===== config.mk =====
export PLATFORM = sky130hd
export DESIGN_NAME = uart_cmd_decoder
export DESIGN_NICKNAME = d
export VERILOG_FILES = /design/src/rtl/uart_cmd_decoder_pkg.sv /design/src/rtl/uart_cmd_decoder.sv
export SDC_FILE = /design/constraint.sdc
export NUM_CORES = 1
export LEC_CHECK = 0
export CAP_MARGIN = 10
export CORE_ASPECT_RATIO = 1.75
export CORE_MARGIN = 5
export CORE_UTILIZATION = 45
export DETAILED_ROUTE_END_ITERATION = 7
export GPL_ROUTABILITY_DRIVEN = 0
export HOLD_SLACK_MARGIN = 0.1
export PLACE_DENSITY = 0.72
export SLEW_MARGIN = 25
export SYNTH_ARGS = -nofsm -noshare
export SYNTH_HDL_FRONTEND = slang
export SYNTH_SLANG_ARGS = --single-unit

===== constraint.sdc =====
create_clock -name CLK -period 1.93 [get_ports CLK]
set_clock_uncertainty 0.05 [all_clocks]
set_input_delay 0.386 -clock CLK [delete_from_list [all_inputs] [get_ports CLK]]
set_output_delay 0.386 -clock CLK [all_outputs]
set_load 0.005 [all_outputs]

===== src/rtl/uart_cmd_decoder_pkg.sv =====
// Shared constants and state encoding for the UART command decoder.
package uart_cmd_decoder_pkg;

    localparam logic [7:0] OPC_WR      = 8'hAA;
    localparam logic [7:0] OPC_RD      = 8'hBB;
    localparam logic [7:0] OPC_ALU_OP  = 8'hCC;
    localparam logic [7:0] OPC_ALU_NOP = 8'hDD;

    localparam int unsigned OP_A_ADDR = 0;
    localparam int unsigned OP_B_ADDR = 1;

    typedef enum logic [3:0] {
        ST_IDLE,
        ST_WR_ADDR,
        ST_WR_DATA,
        ST_RD_ADDR,
        ST_RD_WAIT,
        ST_ALU_A,
        ST_ALU_B,
        ST_ALU_FN,
        ST_ALU_WAIT
    } cmd_state_e;

endpackage


===== src/rtl/uart_cmd_decoder.sv =====
// Parses UART command frames into register-file and ALU requests, with
// registered one-cycle strobes, wait-state timeout and ALU clock gating.
module uart_cmd_decoder
    import uart_cmd_decoder_pkg::*;
#(
    parameter int unsigned DATA_WIDTH     = 8,
    parameter int unsigned ADDR_WIDTH     = 4,
    parameter int unsigned FUN_WIDTH      = 4,
    parameter int unsigned TIMEOUT_CYCLES = 255
) (
    input  logic                  CLK,
    input  logic                  RST,
    input  logic [DATA_WIDTH-1:0] RX_P_DATA,
    input  logic                  RX_D_VLD,
    input  logic                  PAR_ERR,
    input  logic                  STP_ERR,
    input  logic                  RD_DATA_VLD,
    input  logic                  ALU_OUT_VLD,
    output logic [ADDR_WIDTH-1:0] ADDRESS,
    output logic                  WR_EN,
    output logic [DATA_WIDTH-1:0] WR_DATA,
    output logic                  RD_EN,
    output logic                  ALU_EN,
    output logic [FUN_WIDTH-1:0]  ALU_FUN,
    output logic                  CLK_GATE_EN,
    output logic                  CMD_ERR
);

    localparam logic [15:0] TO_LAST = 16'(TIMEOUT_CYCLES - 1);

    cmd_state_e            state_q, state_d;
    logic [ADDR_WIDTH-1:0] address_q, address_d;
    logic [DATA_WIDTH-1:0] wr_data_q, wr_data_d;
    logic [FUN_WIDTH-1:0]  alu_fun_q, alu_fun_d;
    logic                  wr_en_q, wr_en_d;
    logic                  rd_en_q, rd_en_d;
    logic                  alu_en_q, alu_en_d;
    logic                  clk_gate_q, clk_gate_d;
    logic                  cmd_err_q, cmd_err_d;
    logic [15:0]           cnt_q, cnt_d;

    logic rx_ok, rx_bad, resp;

    assign rx_bad = RX_D_VLD & (PAR_ERR | STP_ERR);
    assign rx_ok  = RX_D_VLD & ~PAR_ERR & ~STP_ERR;
    assign resp   = (state_q == ST_RD_WAIT) ? RD_DATA_VLD : ALU_OUT_VLD;

    always_comb begin
        state_d   = state_q;
        address_d = address_q;
        wr_data_d = wr_data_q;
        alu_fun_d = alu_fun_q;
        wr_en_d   = 1'b0;
        rd_en_d   = 1'b0;
        alu_en_d  = 1'b0;
        cmd_err_d = 1'b0;
        cnt_d     = cnt_q;

        case (state_q)
            ST_IDLE: if (rx_ok) begin
                if (RX_P_DATA == DATA_WIDTH'(OPC_WR))           state_d = ST_WR_ADDR;
                else if (RX_P_DATA == DATA_WIDTH'(OPC_RD))      state_d = ST_RD_ADDR;
                else if (RX_P_DATA == DATA_WIDTH'(OPC_ALU_OP))  state_d = ST_ALU_A;
                else if (RX_P_DATA == DATA_WIDTH'(OPC_ALU_NOP)) state_d = ST_ALU_FN;
                else                                            cmd_err_d = 1'b1;
            end
            ST_WR_ADDR: if (rx_ok) begin
                address_d = RX_P_DATA[ADDR_WIDTH-1:0];
                state_d   = ST_WR_DATA;
            end
            ST_WR_DATA: if (rx_ok) begin
                wr_data_d = RX_P_DATA;
                wr_en_d   = 1'b1;
                state_d   = ST_IDLE;
            end
            ST_RD_ADDR: if (rx_ok) begin
                address_d = RX_P_DATA[ADDR_WIDTH-1:0];
                rd_en_d   = 1'b1;
                cnt_d     = '0;
                state_d   = ST_RD_WAIT;
            end
            ST_ALU_A: if (rx_ok) begin
                address_d = ADDR_WIDTH'(OP_A_ADDR);
                wr_data_d = RX_P_DATA;
                wr_en_d   = 1'b1;
                state_d   = ST_ALU_B;
            end
            ST_ALU_B: if (rx_ok) begin
                address_d = ADDR_WIDTH'(OP_B_ADDR);
                wr_data_d = RX_P_DATA;
                wr_en_d   = 1'b1;
                state_d   = ST_ALU_FN;
            end
            ST_ALU_FN: if (rx_ok) begin
                alu_fun_d = RX_P_DATA[FUN_WIDTH-1:0];
                alu_en_d  = 1'b1;
                cnt_d     = '0;
                state_d   = ST_ALU_WAIT;
            end
            ST_RD_WAIT, ST_ALU_WAIT: begin
                // Any byte seen while waiting is dropped and flagged; the response wins.
                cmd_err_d = RX_D_VLD;
                if (resp) begin
                    state_d = ST_IDLE;
                end else if (cnt_q == TO_LAST) begin
                    cmd_err_d = 1'b1;
                    state_d   = ST_IDLE;
                end else begin
                    cnt_d = cnt_q + 16'd1;
                end
            end
            default: state_d = ST_IDLE;
        endcase

        if (rx_bad) begin
            cmd_err_d = 1'b1;
            state_d   = ST_IDLE;
        end
    end

    // Gate follows the ALU path, so every exit (result, abort, timeout) drops it.
    assign clk_gate_d = (state_d == ST_ALU_A) || (state_d == ST_ALU_B) ||
                        (state_d == ST_ALU_FN) || (state_d == ST_ALU_WAIT);

    always_ff @(posedge CLK or negedge RST) begin
        if (!RST) begin
            state_q    <= ST_IDLE;
            address_q  <= '0;
            wr_data_q  <= '0;
            alu_fun_q  <= '0;
            wr_en_q    <= 1'b0;
            rd_en_q    <= 1'b0;
            alu_en_q   <= 1'b0;
            clk_gate_q <= 1'b0;
            cmd_err_q  <= 1'b0;
            cnt_q      <= '0;
        end else begin
            state_q    <= state_d;
            address_q  <= address_d;
            wr_data_q  <= wr_data_d;
            alu_fun_q  <= alu_fun_d;
            wr_en_q    <= wr_en_d;
            rd_en_q    <= rd_en_d;
            alu_en_q   <= alu_en_d;
            clk_gate_q <= clk_gate_d;
            cmd_err_q  <= cmd_err_d;
            cnt_q      <= cnt_d;
        end
    end

    assign ADDRESS     = address_q;
    assign WR_DATA     = wr_data_q;
    assign ALU_FUN     = alu_fun_q;
    assign WR_EN       = wr_en_q;
    assign RD_EN       = rd_en_q;
    assign ALU_EN      = alu_en_q;
    assign CLK_GATE_EN = clk_gate_q;
    assign CMD_ERR     = cmd_err_q;

endmodule


==> out/metrics.json <==
{
  "outcome": {
    "run_status": "finished, violations left",
    "failing_checks": "negative setup slack"
  },
  "floorplanning": {
    "core-area_mm2": 0.00489,
    "chip_width_um": 63.2,
    "die_height_um": 103,
    "rows": 34,
    "dieArea_mm2": 0.00651,
    "initial_core_utilization": 0.455,
    "ioPinCount": 36
  },
  "cts": {
    "clkSinkCount": 41,
    "cts_max_level": 2,
    "cts_buffers": 5,
    "clock_tree.root_cell": "clkbuf_8",
    "clock_insertion_delay_worst_skew_ps": 290,
    "clk_path_buf_depth": 2,
    "tritoncts_clock_tree": "built",
    "clkSlewWorstSetupHoldPaths_ps": 80
  },
  "sta": {
    "finalMaxSlewViolations": 0,
    "fin_ws_ps": -62.3,
    "timing.final.crit_period_ps": 1990,
    "worst_slew_pin_slew_ps": 475,
    "slew-limit-headroom": 0.683,
    "fin_crit_share": 1.03,
    "total_count_of_hold_check_failures_in_the_final_report": 0,
    "fmax_mhz": 502,
    "final-setup-viol-count": 11,
    "setup-tns-final_ps": -337,
    "rsz0062_at_grt": "true"
  },
  "placed_design": {
    "place_worst_setup_slack_ps": -387,
    "dpl-instance-area_mm2": 0.00294,
    "hpwlAfterDp_um": 4330,
    "placedCellCount": 336,
    "placement.io_buffers": 35
  },
  "synth": {
    "synth-warning-count": 0,
    "synth-main-ff-cell": "dfrtp_1",
    "synth.ff_latch_count": 41,
    "synth_cell_types": 52,
    "number_of_synthesized_flops_with_an_enable_pin": 0,
    "synthesis.nets": 229,
    "postSynth.asyncResetShare": 1.00,
    "yosysSeqAreaShare": 0.461,
    "synth_cells": 212,
    "mean_instance_size_in_the_synthesized_netlist_um2": 10.5,
    "synth.cell_area_mm2": 0.00223
  },
  "power_and_ir_drop": {
    "ir_worst_vdd_mv": 0.916,
    "p_leak_nw": 1.47,
    "power_density_mw_per_mm2": 676
  },
  "flow_run": {
    "max_cap_viol_count": 0
  },
  "routing": {
    "totalWireLength_um": 5650,
    "via_per_inst": 5.41,
    "drt_iter0_drc": 50,
    "postRouteAntennaNets": 0,
    "routedWlPerCell_um": 16.0,
    "route.detailed.drc": 0,
    "vias": 1909,
    "drt_pass1_iterations": 4
  },
  "layout": {
    "post_route_cells_drive_above_1_share": 0.334,
    "final_design_area_no_fill_mm2": 0.00322,
    "diodes": 0,
    "mostFrequentLayoutCells": "buf_4, dfrtp_1, clkdlybuf4s50_1",
    "commonest_non_fill_non_tap_cell_in_the_layout": "buf_4",
    "synthToLayoutAreaGrowth_pct": 44.7,
    "layout_utilization": 0.659,
    "fin_nets": 315,
    "final.fill_count": 373,
    "post_layout_nonfiller_instances": 353
  },
  "worst_setup_path": {
    "critical_path.n_buffers_inverters": 1,
    "critical-path-slowest-cell": "or4b_1",
    "timing.critical_path.fanout_max": 3,
    "timing.critical_path.cells": "buf_4, or4b_1, nor3_2, and3_4, o21ai_1, and2_4, a21o_1",
    "crit_path_end_kind": "flop",
    "critical_path.top_delay_family": "simple AND/OR/NAND/NOR gates",
    "worstPathRequired_ps": 2070,
    "worst_path_largest_cell_delay_ps": 510,
    "cp_data_arrival_time_ps": 2130,
    "start_kind": "flop",
    "path_class": "flop to flop"
  },
  "global_route": {
    "grt_start_max_net_pins": 24,
    "grt-ovfl-total": 0,
    "globalRouteTotalUtil": 0.180,
    "number_of_global_route_vias_before_repair": 2016,
    "grt_pass1_wl_um": 9240,
    "antenna_violations_before_repair": 0
  },
  "min_path": {
    "holdCritPathClass": "flop to flop"
  }
}
==> cells by family after synthesis <==
group                    Yosys count  share of synthesized area
flip-flops                        41                      0.461
AND/OR/NAND/NOR                   97                      0.278
buffers and inverters             12                     0.0298
adder cells (fa/ha/maj)            2                     0.0112
AO/OA/AOI/OAI                     29                     0.0843
multiplexers                      14                     0.0697
XOR/XNOR                          17                     0.0669
==> state kept, by name, indices dropped and copies added, names as in the netlist <==
register	cells
ALU_EN	1
cnt_q	16
WR_EN	1
ALU_FUN	4
WR_DATA	8
ADDRESS	4
RD_EN	1
CLK_GATE_EN	1
state_q	4
CMD_ERR	1
==> power by group <==
| group | switching, mW | total [mW] | internal [mW] |
|---|---|---|---|
| Sequential | 0.0454 | 0.972 | 0.927 |
| Clock | 0.313 | 0.834 | 0.521 |
| Combinational | 0.142 | 0.374 | 0.232 |
| Total | 0.500 | 2.18 | 1.68 |
==> what timing repair did <==
| action | CTS | global route |
|---|---|---|
| gates resized for setup | 5 | 12 |
| hold buffers | 1 | 0 |
| pin swaps | 4 | 3 |
| setup endpoints to repair | 16 | 16 |
| buffers inserted | 5 | 3 |
| hold endpoints to repair | 18 | 0 |
==> cell usage after synthesis (3+ instances only) <==
library cell | number | area share
a21oi_1 | 6 | 0.013
buf_2 | 5 | 0.011
dfrtp_1 | 41 | 0.46
inv_1 | 4 | 0.0067
mux2_2 | 12 | 0.061
nand2_1 | 19 | 0.032
nand2b_1 | 4 | 0.011
nand3_1 | 5 | 0.011
nand3b_1 | 3 | 0.010
nand4_1 | 4 | 0.011
nand4b_1 | 3 | 0.012
nor2_1 | 23 | 0.039
nor3_1 | 3 | 0.0067
nor3_2 | 3 | 0.013
nor3b_1 | 3 | 0.010
nor3b_2 | 3 | 0.017
o21ai_0 | 8 | 0.018
or3_1 | 3 | 0.0084
xnor2_1 | 13 | 0.051
xor2_1 | 4 | 0.016
==> path summary, 6_finish.rpt <==
path                                             start                      to  slack (ps)  cells after the start
worst min register to register  ADDRESS[3]$_DFFE_PN0P_  ADDRESS[3]$_DFFE_PN0P_         440                      2
worst max-delay path              cnt_q[8]$_DFFE_PN0P_   CLK_GATE_EN$_DFF_PN0_         -60                      7
worst min-delay path            ADDRESS[3]$_DFFE_PN0P_  ADDRESS[3]$_DFFE_PN0P_         440                      2
min in group asynchronous                          RST    cnt_q[0]$_DFFE_PN0P_         520                      2
worst max register to register    cnt_q[8]$_DFFE_PN0P_   CLK_GATE_EN$_DFF_PN0_         -60                      7
max in group asynchronous                          RST    cnt_q[4]$_DFFE_PN0P_         830                      3
==> per-stage QoR <==
stage	power, mW	hold slack (ps)
after CTS	2.21	450
after floorplan	1.11	40.4
after global placement	1.35	312
final	2.18	439
after global routing	2.28	481
after detailed placement	1.36	318
==> layer usage <==
layer / up-vias / wire length (um) / track usage
met5: - / 0 / 0
met4: 0 / 157 / 0.0864
met3: 16 / 188 / 0.0360
met2: 39 / 3420 / 0.369
met1: 926 / 1880 / 0.163
li1: 928 / - / -
==> layout make-up <==
type / count / area (um2) / area share
clock buffers: 5 / 68.8 / 0.0214
multi-input cells: 159 / 1190 / 0.371
inverters: 4 / 15.0 / 0.00466
flip-flops and latches: 41 / 1030 / 0.319
well taps: 54 / 67.6 / 0.0210
clock inverters: 3 / 68.8 / 0.0214
repair buffers: 87 / 781 / 0.242
==> worst register-to-register path: cells and delay by family, from the launching register on <==
family                 cells  cell delay, ps
AO/OA/AOI/OAI              2             230
buffers and inverters      1             150
AND/OR/NAND/NOR            4            1050
flip-flops                 1             410
Power figures use the tool's default switching activity.
